**src/rtl/core_cache_resp.sv**
```systemverilog
// rtl/core_cache_resp.sv - direct-mapped write-through byte cache responder for the core/cache bus
`ifndef ADDR_BUS_WIDTH
`define ADDR_BUS_WIDTH 16
`endif

module core_cache_resp #(
    parameter int ADDR_W = `ADDR_BUS_WIDTH,
    parameter int IDX_W  = 4
) (
    input  logic              clk,
    input  logic              rst_n,
    input  logic [ADDR_W-1:0] haddr,
    input  logic              hwrite,
    input  logic [7:0]        hwdata,
    input  logic              hreq,
    output logic              hgrant,
    output logic              hready,
    output logic [7:0]        hrdata,
    output logic              mem_req,
    output logic              mem_we,
    output logic [ADDR_W-1:0] mem_addr,
    output logic [7:0]        mem_wdata,
    input  logic [7:0]        mem_rdata,
    input  logic              mem_ack
);

    localparam int TAG_W = ADDR_W - IDX_W;
    localparam int LINES = 1 << IDX_W;

    typedef enum logic [2:0] {
        IDLE,
        LOOKUP,
        MEM_RD,
        MEM_WR,
        RESP
    } state_t;

    state_t            state;
    logic [ADDR_W-1:0] req_addr;
    logic              req_write;
    logic [7:0]        req_wdata;
    logic              req_hit;
    logic [LINES-1:0]  valid;

    logic [TAG_W-1:0]  tag_mem  [LINES];
    logic [7:0]        data_mem [LINES];

    logic [IDX_W-1:0]  idx;
    logic [TAG_W-1:0]  req_tag;
    logic              lookup_hit;
    logic              ack_seen;

    assign idx        = req_addr[IDX_W-1:0];
    assign req_tag    = req_addr[ADDR_W-1:IDX_W];
    assign lookup_hit = valid[idx] && (tag_mem[idx] == req_tag);
    // An ack only counts while our request is outstanding.
    assign ack_seen   = mem_req && mem_ack;

    // Tag/data arrays carry no reset; valid bits gate their use.
    always_ff @(posedge clk) begin
        if (state == MEM_RD && ack_seen) begin
            data_mem[idx] <= mem_rdata;
            tag_mem[idx]  <= req_tag;
        end else if (state == MEM_WR && ack_seen && req_hit) begin
            data_mem[idx] <= req_wdata;
        end
    end

    always_ff @(posedge clk or negedge rst_n) begin
        if (!rst_n) begin
            state     <= IDLE;
            hgrant    <= 1'b0;
            hready    <= 1'b0;
            hrdata    <= 8'h00;
            mem_req   <= 1'b0;
            mem_we    <= 1'b0;
            mem_addr  <= '0;
            mem_wdata <= 8'h00;
            req_addr  <= '0;
            req_write <= 1'b0;
            req_wdata <= 8'h00;
            req_hit   <= 1'b0;
            valid     <= '0;
        end else begin
            hgrant <= 1'b0;
            hready <= 1'b0;
            case (state)
                IDLE: begin
                    if (hreq) begin
                        req_addr  <= haddr;
                        req_write <= hwrite;
                        req_wdata <= hwdata;
                        hgrant    <= 1'b1;
                        state     <= LOOKUP;
                    end
                end
                LOOKUP: begin
                    req_hit  <= lookup_hit;
                    mem_addr <= req_addr;
                    if (req_write) begin
                        mem_req   <= 1'b1;
                        mem_we    <= 1'b1;
                        mem_wdata <= req_wdata;
                        state     <= MEM_WR;
                    end else if (lookup_hit) begin
                        hrdata <= data_mem[idx];
                        hready <= 1'b1;
                        state  <= RESP;
                    end else begin
                        mem_req <= 1'b1;
                        mem_we  <= 1'b0;
                        state   <= MEM_RD;
                    end
                end
                MEM_RD: begin
                    if (ack_seen) begin
                        mem_req    <= 1'b0;
                        valid[idx] <= 1'b1;
                        hrdata     <= mem_rdata;
                        hready     <= 1'b1;
                        state      <= RESP;
                    end
                end
                MEM_WR: begin
                    if (ack_seen) begin
                        mem_req <= 1'b0;
                        mem_we  <= 1'b0;
                        hready  <= 1'b1;
                        state   <= RESP;
                    end
                end
                RESP: begin
                    state <= IDLE;
                end
                default: begin
                    state <= IDLE;
                end
            endcase
        end
    end

endmodule

```
**config.mk**
```make
export PLATFORM = sky130hd
export DESIGN_NAME = core_cache_resp
export DESIGN_NICKNAME = d
export VERILOG_FILES = /design/src/rtl/core_cache_resp.sv
export SDC_FILE = /design/constraint.sdc
export NUM_CORES = 1
export LEC_CHECK = 0
export ABC_AREA = 1
export CORE_ASPECT_RATIO = 1.5
export CORE_MARGIN = 4
export CORE_UTILIZATION = 25
export CTS_BUF_LIST = sky130_fd_sc_hd__clkbuf_16
export CTS_CLUSTER_SIZE = 40
export DETAILED_ROUTE_END_ITERATION = 6
export PLACE_DENSITY_LB_ADDON = 0.15
export SLEW_MARGIN = 20
export SYNTH_ARGS = -nofsm -noshare
export SYNTH_HDL_FRONTEND = slang
export SYNTH_SLANG_ARGS = --single-unit
export TNS_END_PERCENT = 10
```
**constraint.sdc**
```tcl
create_clock -name clk -period 6.55 [get_ports clk]
set_input_delay 1.31 -clock clk [delete_from_list [all_inputs] [get_ports clk]]
set_output_delay 1.31 -clock clk [all_outputs]
set_load 0.05 [all_outputs]
```
==> results of run 1 <==
## placed cells by master (no fill, tap or decap), types with 7 or more instances in the layout
cell type / Yosys / final
a21oi_1: 16 / 16
clkdlybuf4s50_1: 0 / 71
edfxtp_1: 320 / 320
nand3_1: 28 / 28
inv_1: 43 / 50
nand2_1: 672 / 672
nor2_1: 75 / 72
inv_2: 6 / 7
clkinv_2: 0 / 10
or2_2: 10 / 10
clkinv_1: 0 / 14
a22oi_1: 65 / 65
buf_4: 9 / 36
o21ai_0: 64 / 56
clkbuf_16: 0 / 43
o21ai_1: 8 / 11
dfrtp_1: 81 / 80
## kinds of logic (layout without fill, tap and decap cells)
kind of cell | Yosys count | after routing | synth area share [%]
buffers and inverters | 116 | 236 | 3.22
flip-flops | 401 | 401 | 71.4
AO/OA/AOI/OAI | 165 | 165 | 6.28
AND/OR/NAND/NOR | 801 | 801 | 19.1
## area by class of cell
type                    count  area share, %
clock buffers              43           5.55
flip-flops and latches    401           60.1
repair buffers            107           5.06
clock inverters            37           1.13
well taps                 870           5.62
inverters                  49          0.949
multi-input cells         966           21.6
## sequential cells by signal, indices dropped and copies added, names as in the netlist
| register | cells |
|---|---|
| hgrant | 1 |
| req_wdata | 8 |
| state | 3 |
| hready | 1 |
| req_addr | 16 |
| mem_addr | 16 |
| valid | 16 |
| mem_req | 1 |
| hrdata | 8 |
| req_write | 1 |
| mem_we | 1 |
| tag_mem | 192 |
| req_hit | 1 |
| data_mem | 128 |
| mem_wdata | 8 |
## report_power, final
part           internal (mW)  total, mW  switching, mW
Combinational          0.875       3.06           2.19
Sequential              3.21       3.57          0.354
Clock                   1.27       2.29           1.02
## path summary, 6_finish.rpt
kind,to,start,cells past startpoint
max in group asynchronous,req_addr[0],rst_n,2
min reg2reg,valid[12],valid[12],2
max,hrdata[4],req_addr[1],18
max reg2reg,hrdata[4],req_addr[1],18
min in group asynchronous,mem_addr[14],rst_n,1
min,valid[12],valid[12],2
## stage by stage
| step | hold WS, ns | cell area, um^2 | power (mW) | utilization [%] | worst slack [ns] |
|---|---|---|---|---|---|
| finish | 0.457 | 19400 | 8.92 | 30.0 | 2.64 |
| global route | 0.480 | 19400 | 9.50 | 30.0 | 2.35 |
| floorplan | 0.424 | 16300 | 5.54 | - | 3.53 |
| global placement | 0.437 | 18100 | 6.77 | 28.0 | 2.54 |
| detailed placement | 0.446 | 18100 | 6.76 | 28.0 | 2.57 |
| CTS | 0.461 | 19400 | 9.08 | 30.0 | 2.55 |
## worst max-delay path, delay by kind of cell (launching register included)
family | cells | cell delay, ns
buffers and inverters | 3 | 0.98
DFF | 1 | 0.32
and+or+nand+nor | 15 | 2.51
## layer usage
| layer | vias up | global-route usage (%) |
|---|---|---|
| met5 | - | 0 |
| met4 | 0 | 4.13 |
| met3 | 63 | 2.22 |
| met2 | 196 | 25.7 |
| met1 | 5284 | 16.7 |
| li1 | 5169 | - |
==> qor.txt, run 1 <==
status = finished clean
Req. time, crit path = 7.05 ns
grt ovf = 0
TritonCTS Buffers = 43
final slew viol count = 0
final wirelength = 48.7 mm
fraction of registers with async set/reset = 20.2%
Post-Syn Instances = 1483
most numerous cell on the critical path = nand2_1
die footprint = 69500 um^2
DR vias = 10700
Main synth FF type = edfxtp_1
top post-synthesis cells by area = edfxtp_1 59%, nand2_1 15%, dfrtp_1 12%
vias per cell = 4.33
Min-Delay Path Class = register to register
top sig layer = met4
CP cell instances = buf_4 -> inv_2 -> nor2_4 -> buf_4 -> nand2_1 -> nand3_1 -> nand2_1 -> nand2_1 -> nor2_1 -> nand2_1 -> nand2_1 -> nor2_1 -> nand2_1 -> nor2_1 -> nand3_2 -> nand2_2 -> nand2_1 -> nand2_1
Lkg Pwr = 7.60 nW
Longest Clk Path Bufs = 3
Final Hold Vio Count = 0
CP max FO = 29
max cap viols = 0
Pre-antenna DRT Iters = 5
Post-Syn Area = 16300 um^2
largest vdd supply drop = 187 uV
area of the multi-input gates = 4190 um^2
I/O Pins = 73
Placed Cells = 2393
slew margin rel. = 25.7%
Syn Area/Cell = 11.0 um^2
Power Dens Cells = 461 nW/um^2
sequential cell area = 11600 um^2
worst-margin pin slew = 1.11 ns
clk_lat worst skew = 0.57 ns
Synth Warn # = 0
total global-route track usage = 13.9%
sequential share of the synthesized area = 71.4%
skew final = 0.0184 ns
# nets final = 1605
Distinct cells, synth = 30
Post-synth EDFFs = 320
Post-DP HPWL = 30.4 mm
min Tclk post-route = 3.91 ns
max incr delay on CP = 0.73 ns
M1 WL = 20.0 mm
worst setup path category = register to register
largest net degree at the start of global routing = 69
reg2reg setup slack = 2.64 ns
top cell type's share of synthesized area = 58.9%
H-Tree Depth = 2
met2 WL = 25.9 mm
Syn-to-layout area delta = 18.8%
PortBufs = 72
core area = 64500 um^2
Die Wd = 217 um
CTS tree = yes
Worst path slowest cell = nor2_4
Reg clk slew, reported paths = 0.06 ns
post-route ant nets = 0
routed len/inst = 19.7 um
DRT iter0 DRCs = 629
first-pass GRT wire length = 72.9 mm
buffers inserted by post-CTS timing repair = 0
CP arrival = 4.41 ns
top post-synthesis cells by count = 672 x nand2_1, 320 x edfxtp_1, 81 x dfrtp_1, 75 x nor2_1, 65 x a22oi_1
number of global-route vias before repair = 11000
Die Y = 321 um
# diodes = 0
count leader, synth = nand2_1
DRC viols = 0
Initial Util = 25.3%
setup TNS = 0 ns
final cell count without fillers = 2473
fmax = 256 MHz
WL met3 = 1.69 mm
Fill cells = 6719
Post-CTS Resized = 0
Clock Tree Root = clkbuf_16
#FFs+latches synth = 401
row cnt = 114
Crit. End Element = register
CP startpoint kind = register
gp weighted congestion = 0.756
layout cells sized above 1 = 7.99%
CTS Hold Buffers Added = 0
Final period util = 59.7%
syn_nets = 1520
top cell type by total area after synthesis = edfxtp_1
Clock Sinks = 401
endpoints failing setup = 0
initial antenna violation count = 0
RSZ-0062 raised after global routing = false
Note: power is estimated with default switching activity, not from simulation.
==> inputs of run 2 (changes only) <==
==> constraint.sdc (replaced) <==
create_clock -name clk -period 3.33 [get_ports clk]
set_input_delay 0.666 -clock clk [delete_from_list [all_inputs] [get_ports clk]]
set_output_delay 0.666 -clock clk [all_outputs]
set_load 0.05 [all_outputs]
==> run 2 against run 1 <==
  * Flip-flop and latch count is the same
  * Clock-buffer cell count grew 3
  * Cell count grew 1.5%
  * Cell area grew 2.4%
  * Clock skew grew 0.011 ns
  * Sequential power grew 89%
  * Worst setup slack lost 2.2 ns
  * Hold slack lost 0.29 ns
  * Fmax grew 33%
  * Non-clock buffer count grew 37
  * Die area is the same
  * Power grew 100%
==> qor.txt, run 2 (synthesis gave the netlist of run 1 again) <==
status = finished clean
Lkg Pwr = 7.89 nW (+3.8%)
final slew viol count = 0 (unchanged)
Die Wd = 217 um (unchanged)
Clock Tree Root = clkbuf_16
DRC viols = 0 (unchanged)
register share of total power = 37.0% (-3.0 points)
Min-Delay Path Class = input port to async pin
Req. time, crit path = 3.79 ns (-3.26 ns)
Die Y = 321 um (unchanged)
row cnt = 114 (unchanged)
max cap viols = 0 (unchanged)
I/O Pins = 73 (unchanged)
core area = 64500 um^2 (unchanged)
RSZ-0062 raised after global routing = false
sw frac = 38.5% (-1.4 points)
CTS Hold Buffers Added = 0 (unchanged)
grt ovf = 0 (unchanged)
largest net degree at the start of global routing = 58 (-16%)
# diodes = 0 (unchanged)
TritonCTS Buffers = 45 (+4.7%)
internal power = 11.2 mW (+110%)
CTS tree = yes
layout cells sized above 1 = 10.4% (+2.4 points)
most frequent cells in the layout = 672 x nand2_1, 320 x edfxtp_1, 80 x dfrtp_1
Final Hold Vio Count = 0 (unchanged)
Initial Util = 25.3% (unchanged)
Reg clk slew, reported paths = 0.06 ns (about the same)
Longest Clk Path Bufs = 3 (unchanged)
largest vdd supply drop = 443 uV (+140%)
pre-CTS setup slack = 0.295 ns (-2.27 ns)
Post-DP HPWL = 30.6 mm (+0.55%)
Gate power share = 35.5% (+1.2 points)
CP max FO = 17 (-41%)
CP arrival = 3.39 ns (-1.02 ns)
worst-margin pin slew = 0.801 ns (-0.312 ns)
min Tclk post-route = 2.93 ns (-0.973 ns)
Clock Sinks = 401 (unchanged)
number of global-route vias before repair = 11300 (+2.4%)
total global-route track usage = 13.5% (-0.45 points)
die footprint = 69500 um^2 (unchanged)
worst setup path category = register to register
H-Tree Depth = 2 (unchanged)
slew margin rel. = 46.5% (+21 points)
# nets final = 1644 (+2.4%)
clk_lat worst skew = 0.57 ns (about the same)
Switching Power = 7.00 mW (+96%)
gp weighted congestion = 0.809 (+6.9%)
endpoints failing setup = 0 (unchanged)
CP startpoint kind = register
Power Dens Cells = 915 nW/um^2 (+99%)
Post-CTS Resized = 0 (unchanged)
final wirelength = 47.0 mm (-3.5%)
max reg flops = 192 (unchanged)
initial antenna violation count = 1 (+1)
routed len/inst = 18.7 um (-5.0%)
Final period util = 88.1% (+28 points)
DR vias = 10800 (+1.2%)
Top Registers = tag_mem: 192 flops, data_mem: 128 flops
vias per cell = 4.32 (-0.35%)
DRT iter0 DRCs = 589 (-6.4%)
leading cell type in the layout, fill and taps excluded = nand2_1
post-route ant nets = 0 (unchanged)
final setup margin = 0.395 ns (-2.25 ns)
setup TNS = 0 ns (unchanged)
first-pass GRT wire length = 71.3 mm (-2.2%)
Pre-antenna DRT Iters = 7 (+2)
Syn-to-layout area delta = 21.7%
Reg with most FFs = tag_mem
clock group share of total power = 27.4% (+1.7 points)
PortBufs = 72 (unchanged)
buffers inserted by post-CTS timing repair = 0 (unchanged)
skew final = 0.0291 ns (+0.0107 ns)
Crit. End Element = register
fmax = 341 MHz (+33%)
-- run 2: changes by cell type in the layout (fill, tap and decap cells not counted), sizes merged --
| cell | change |
|---|---|
| bufinv | +4 |
| buf | +37 |
| clkbuf | +3 |
| clkinv | -3 |
| inv | -3 |
-- run 2: area by class of cell --
type	count	area, um^2
Tap cell	870	1090
Multi-Input combinational cell	966	4170
Timing Repair Buffer	144	1300
Fill cell	6721	44600
Clock buffer	46	1150
Sequential cell	401	11600
Clock inverter	35	315
Inverter	49	184
-- run 2: power by group through the flow --
stage               sequential [mW]  combinational, mW  clock (mW)
floorplan                      7.45               3.44           0
global placement               6.84               6.60           0
detailed placement             6.84               6.59           0
CTS                            6.74               6.62        5.14
global route                   6.81               7.21        5.33
finish                         6.73               6.45        4.98
-- run 2: path summary, 6_finish.rpt --
| path | end | from | cells past startpoint | slack (ns) |
|---|---|---|---|---|
| min in group clk | valid[12] | valid[12] | 2 | 0.46 |
| max in group asynchronous | mem_wdata[5] | rst_n | 2 | 2.42 |
| hold / removal | mem_addr[14] | rst_n | 1 | 0.17 |
| hold reg to reg | valid[12] | valid[12] | 2 | 0.46 |
| setup reg to reg | hrdata[1] | req_addr[0] | 15 | 0.40 |
| setup / recovery | hrdata[1] | req_addr[0] | 15 | 0.40 |
-- run 2: stage by stage --
| stage | util, % | hold WS, ns | total power [mW] | instances | area (um^2) |
|---|---|---|---|---|---|
| floorplan | - | 0.370 | 10.9 | 1483 | 16300 |
| finish | 30.8 | 0.167 | 18.2 | 2511 | 19800 |
| detailed placement | 28.5 | 0.446 | 13.4 | 2430 | 18400 |
| global placement | 28.5 | 0.439 | 13.4 | 2430 | 18400 |
| global route | 30.8 | 0.222 | 19.3 | 2511 | 19800 |
| CTS | 30.8 | 0.192 | 18.5 | 2511 | 19800 |
-- run 2: critical path, stage by stage, from the launching register on --
cell	delay, ns
dfrtp_4	0.59
buf_4	0.24
nand2_2	0.13
inv_2	0.19
nand2_1	0.13
nand3_1	0.10
nand2_1	0.07
nand2_1	0.08
o21ai_0	0.34
and2_1	0.19
nand3_1	0.07
nor2_1	0.17
nand3_2	0.13
buf_4	0.22
nand3_1	0.08
nand2_1	0.06
-- run 2: per-layer routing --
layer | global-route usage (%) | wire length [um]
met5 | 0 | 0
met3 | 2.06 | 1660
met1 | 15.9 | 19100
met4 | 4.37 | 1300
met2 | 25.0 | 24900
==> inputs of run 3 (changes only) <==
--- a/config.mk
+++ b/config.mk
@@ -10,6 +10,7 @@
 export CORE_MARGIN = 4
 export CORE_UTILIZATION = 25
 export CTS_BUF_LIST = sky130_fd_sc_hd__clkbuf_16
+export CTS_CLUSTER_DIAMETER = 150
 export CTS_CLUSTER_SIZE = 40
 export DETAILED_ROUTE_END_ITERATION = 6
 export PLACE_DENSITY_LB_ADDON = 0.15
==> run 3 against run 2 <==
  * Worst setup slack worse by 0.0025 ns
  * Clock-buffer cell count down 31
  * First-iteration DRC count up 11%
  * Sequential share of layout area up 3.2 points
  * Via count down 2.4%
  * Hold slack worse by 0.0042 ns
  * Critical endpoint is now hrdata[2]
  * Largest power group unchanged
==> qor.txt, run 3 (synthesis gave the netlist of run 1 again) <==
Initial Util = 25.3% (unchanged)
Reg clk slew, reported paths = 0.15 ns (+0.09 ns)
area of the multi-input gates = 4170 um^2 (unchanged)
DRT iter0 DRCs = 652 (+11%)
setup TNS = 0 ns (unchanged)
min Tclk post-route = 2.94 ns (+0.00252 ns)
Clock Sinks = 401 (unchanged)
endpoints failing setup = 0 (unchanged)
largest net degree at the start of global routing = 58 (unchanged)
worst path bufs/invs = 3 (unchanged)
status = finished clean
slew margin rel. = 45.8% (-0.75 points)
worst setup path category = register to register
CP startpoint kind = register
Req. time, crit path = 3.80 ns (about the same)
most numerous cell on the critical path = nand2_1
Post-CTS Resized = 0 (unchanged)
CTS Hold Buffers Added = 0 (unchanged)
vias per cell = 4.31 (about the same)
Final Hold Vio Count = 0 (unchanged)
RSZ-0062 raised after global routing = false
Pre-antenna DRT Iters = 5 (-2)
post-route ant nets = 0 (unchanged)
Worst path slowest cell = dfrtp_4
Min-Delay Path Class = input port to async pin
total global-route track usage = 13.2% (-0.30 points)
layout cells sized above 1 = 7.83% (-2.6 points)
H-Tree Depth = 1 (-1)
CP cell instances = buf_4 -> nand2_2 -> inv_2 -> nand2_1 -> nand3_1 -> nand2_1 -> nand2_1 -> o21ai_0 -> and2_1 -> nand3_1 -> nor2_1 -> nand3_2 -> buf_4 -> nand3_1 -> nand2_1
Power Dens Cells = 828 nW/um^2 (-9.5%)
Reg with most FFs = tag_mem
CP arrival = 3.41 ns (+0.02 ns)
most frequent cells in the layout = 672 x nand2_1, 320 x edfxtp_1, 80 x dfrtp_1
Longest Clk Path Bufs = 3 (unchanged)
skew final = 0.0752 ns (+0.0461 ns)
max cap viols = 0 (unchanged)
max incr delay on CP = 0.62 ns (+0.03 ns)
number of global-route vias before repair = 10900 (-3.6%)
Lkg Pwr = 7.37 nW (-6.6%)
Top Registers = tag_mem: 192 flops, data_mem: 128 flops
Die Y = 321 um (unchanged)
gp weighted congestion = 0.809 (unchanged)
die footprint = 69500 um^2 (unchanged)
CP max FO = 17 (unchanged)
Crit. End Element = register
clk_lat worst skew = 0.56 ns (about the same)
# nets final = 1613 (-1.9%)
fmax = 340 MHz (about the same)
core area = 64500 um^2 (unchanged)
leading cell type in the layout, fill and taps excluded = nand2_1
max reg flops = 192 (unchanged)
row cnt = 114 (unchanged)
final slew viol count = 0 (unchanged)
DRC viols = 0 (unchanged)
TritonCTS Buffers = 14 (-69%)
final wirelength = 46.3 mm (-1.5%)
initial antenna violation count = 1 (unchanged)
sequential cell area = 11600 um^2 (unchanged)
CTS tree = yes
hold_ws = 0.163 ns (-0.00418 ns)
Syn-to-layout area delta = 15.4%
DR vias = 10600 (-2.4%)
Die Wd = 217 um (unchanged)
buffers inserted by post-CTS timing repair = 0 (unchanged)
worst-margin pin slew = 0.813 ns (+0.0121 ns)
critical path's top delay family = simple AND/OR/NAND/NOR gates
grt ovf = 0 (unchanged)
# diodes = 0 (unchanged)
Final period util = 88.2% (about the same)
Post-DP HPWL = 30.6 mm (unchanged)
first-pass GRT wire length = 70.0 mm (-1.9%)
largest vdd supply drop = 362 uV (-18%)
PortBufs = 72 (unchanged)
I/O Pins = 73 (unchanged)
Fill cells = 6811 (+1.3%)
Clock Tree Root = clkbuf_16
routed len/inst = 18.9 um (+0.76%)
==> run 3: final cells by class <==
type	instances	area share, %
timing repair buffer	144	6.89
multi-input combinational	966	22.2
inverter	49	0.977
clock buffer	15	1.99
sequential	401	61.9
clock inverter	9	0.332
tap	870	5.78
==> run 3: routing by layer <==
metal | vias to the layer above | global-route usage (%) | share of wire (%)
met5 | - | 0 | 0
met2 | 161 | 24.8 | 53
met4 | 0 | 3.53 | 2.2
met3 | 43 | 1.04 | 2.7
met1 | 5231 | 16.2 | 42
li1 | 5149 | - | -
==> run 3: path summary, 6_finish.rpt <==
check,start,end,depth (start not counted),slack [ns]
hold reg to reg,valid[12],valid[12],2,0.48
min in group clk,valid[12],valid[12],2,0.48
setup reg to reg,req_addr[0],hrdata[2],15,0.39
setup / recovery,req_addr[0],hrdata[2],15,0.39
hold / removal,rst_n,mem_addr[14],1,0.16
max in group asynchronous,rst_n,req_addr[13],2,2.37
==> run 3: power by group <==
group / switching [mW] / internal (mW) / total [mW] / leakage, nW
clock: 1.57 / 0.854 / 2.43 / 0.238
combinational: 4.56 / 1.88 / 6.45 / 3.24
sequential: 0.412 / 6.30 / 6.71 / 3.89
total: 6.55 / 9.04 / 15.6 / 7.37
==> run 3: per-stage QoR <==
stage / setup WS (ns) / area [um^2] / power (mW) / instances / util, %
final: 0.393 / 18800 / 15.6 / 2454 / 29.2
after global routing: 0.132 / 18800 / 16.7 / 2454 / 29.2
after CTS: 0.269 / 18800 / 15.9 / 2454 / 29.2
after detailed placement: 0.295 / 18400 / 13.4 / 2430 / 28.5
after global placement: 0.258 / 18400 / 13.4 / 2430 / 28.5
after floorplan: 0.878 / 16300 / 10.9 / 1483 / -
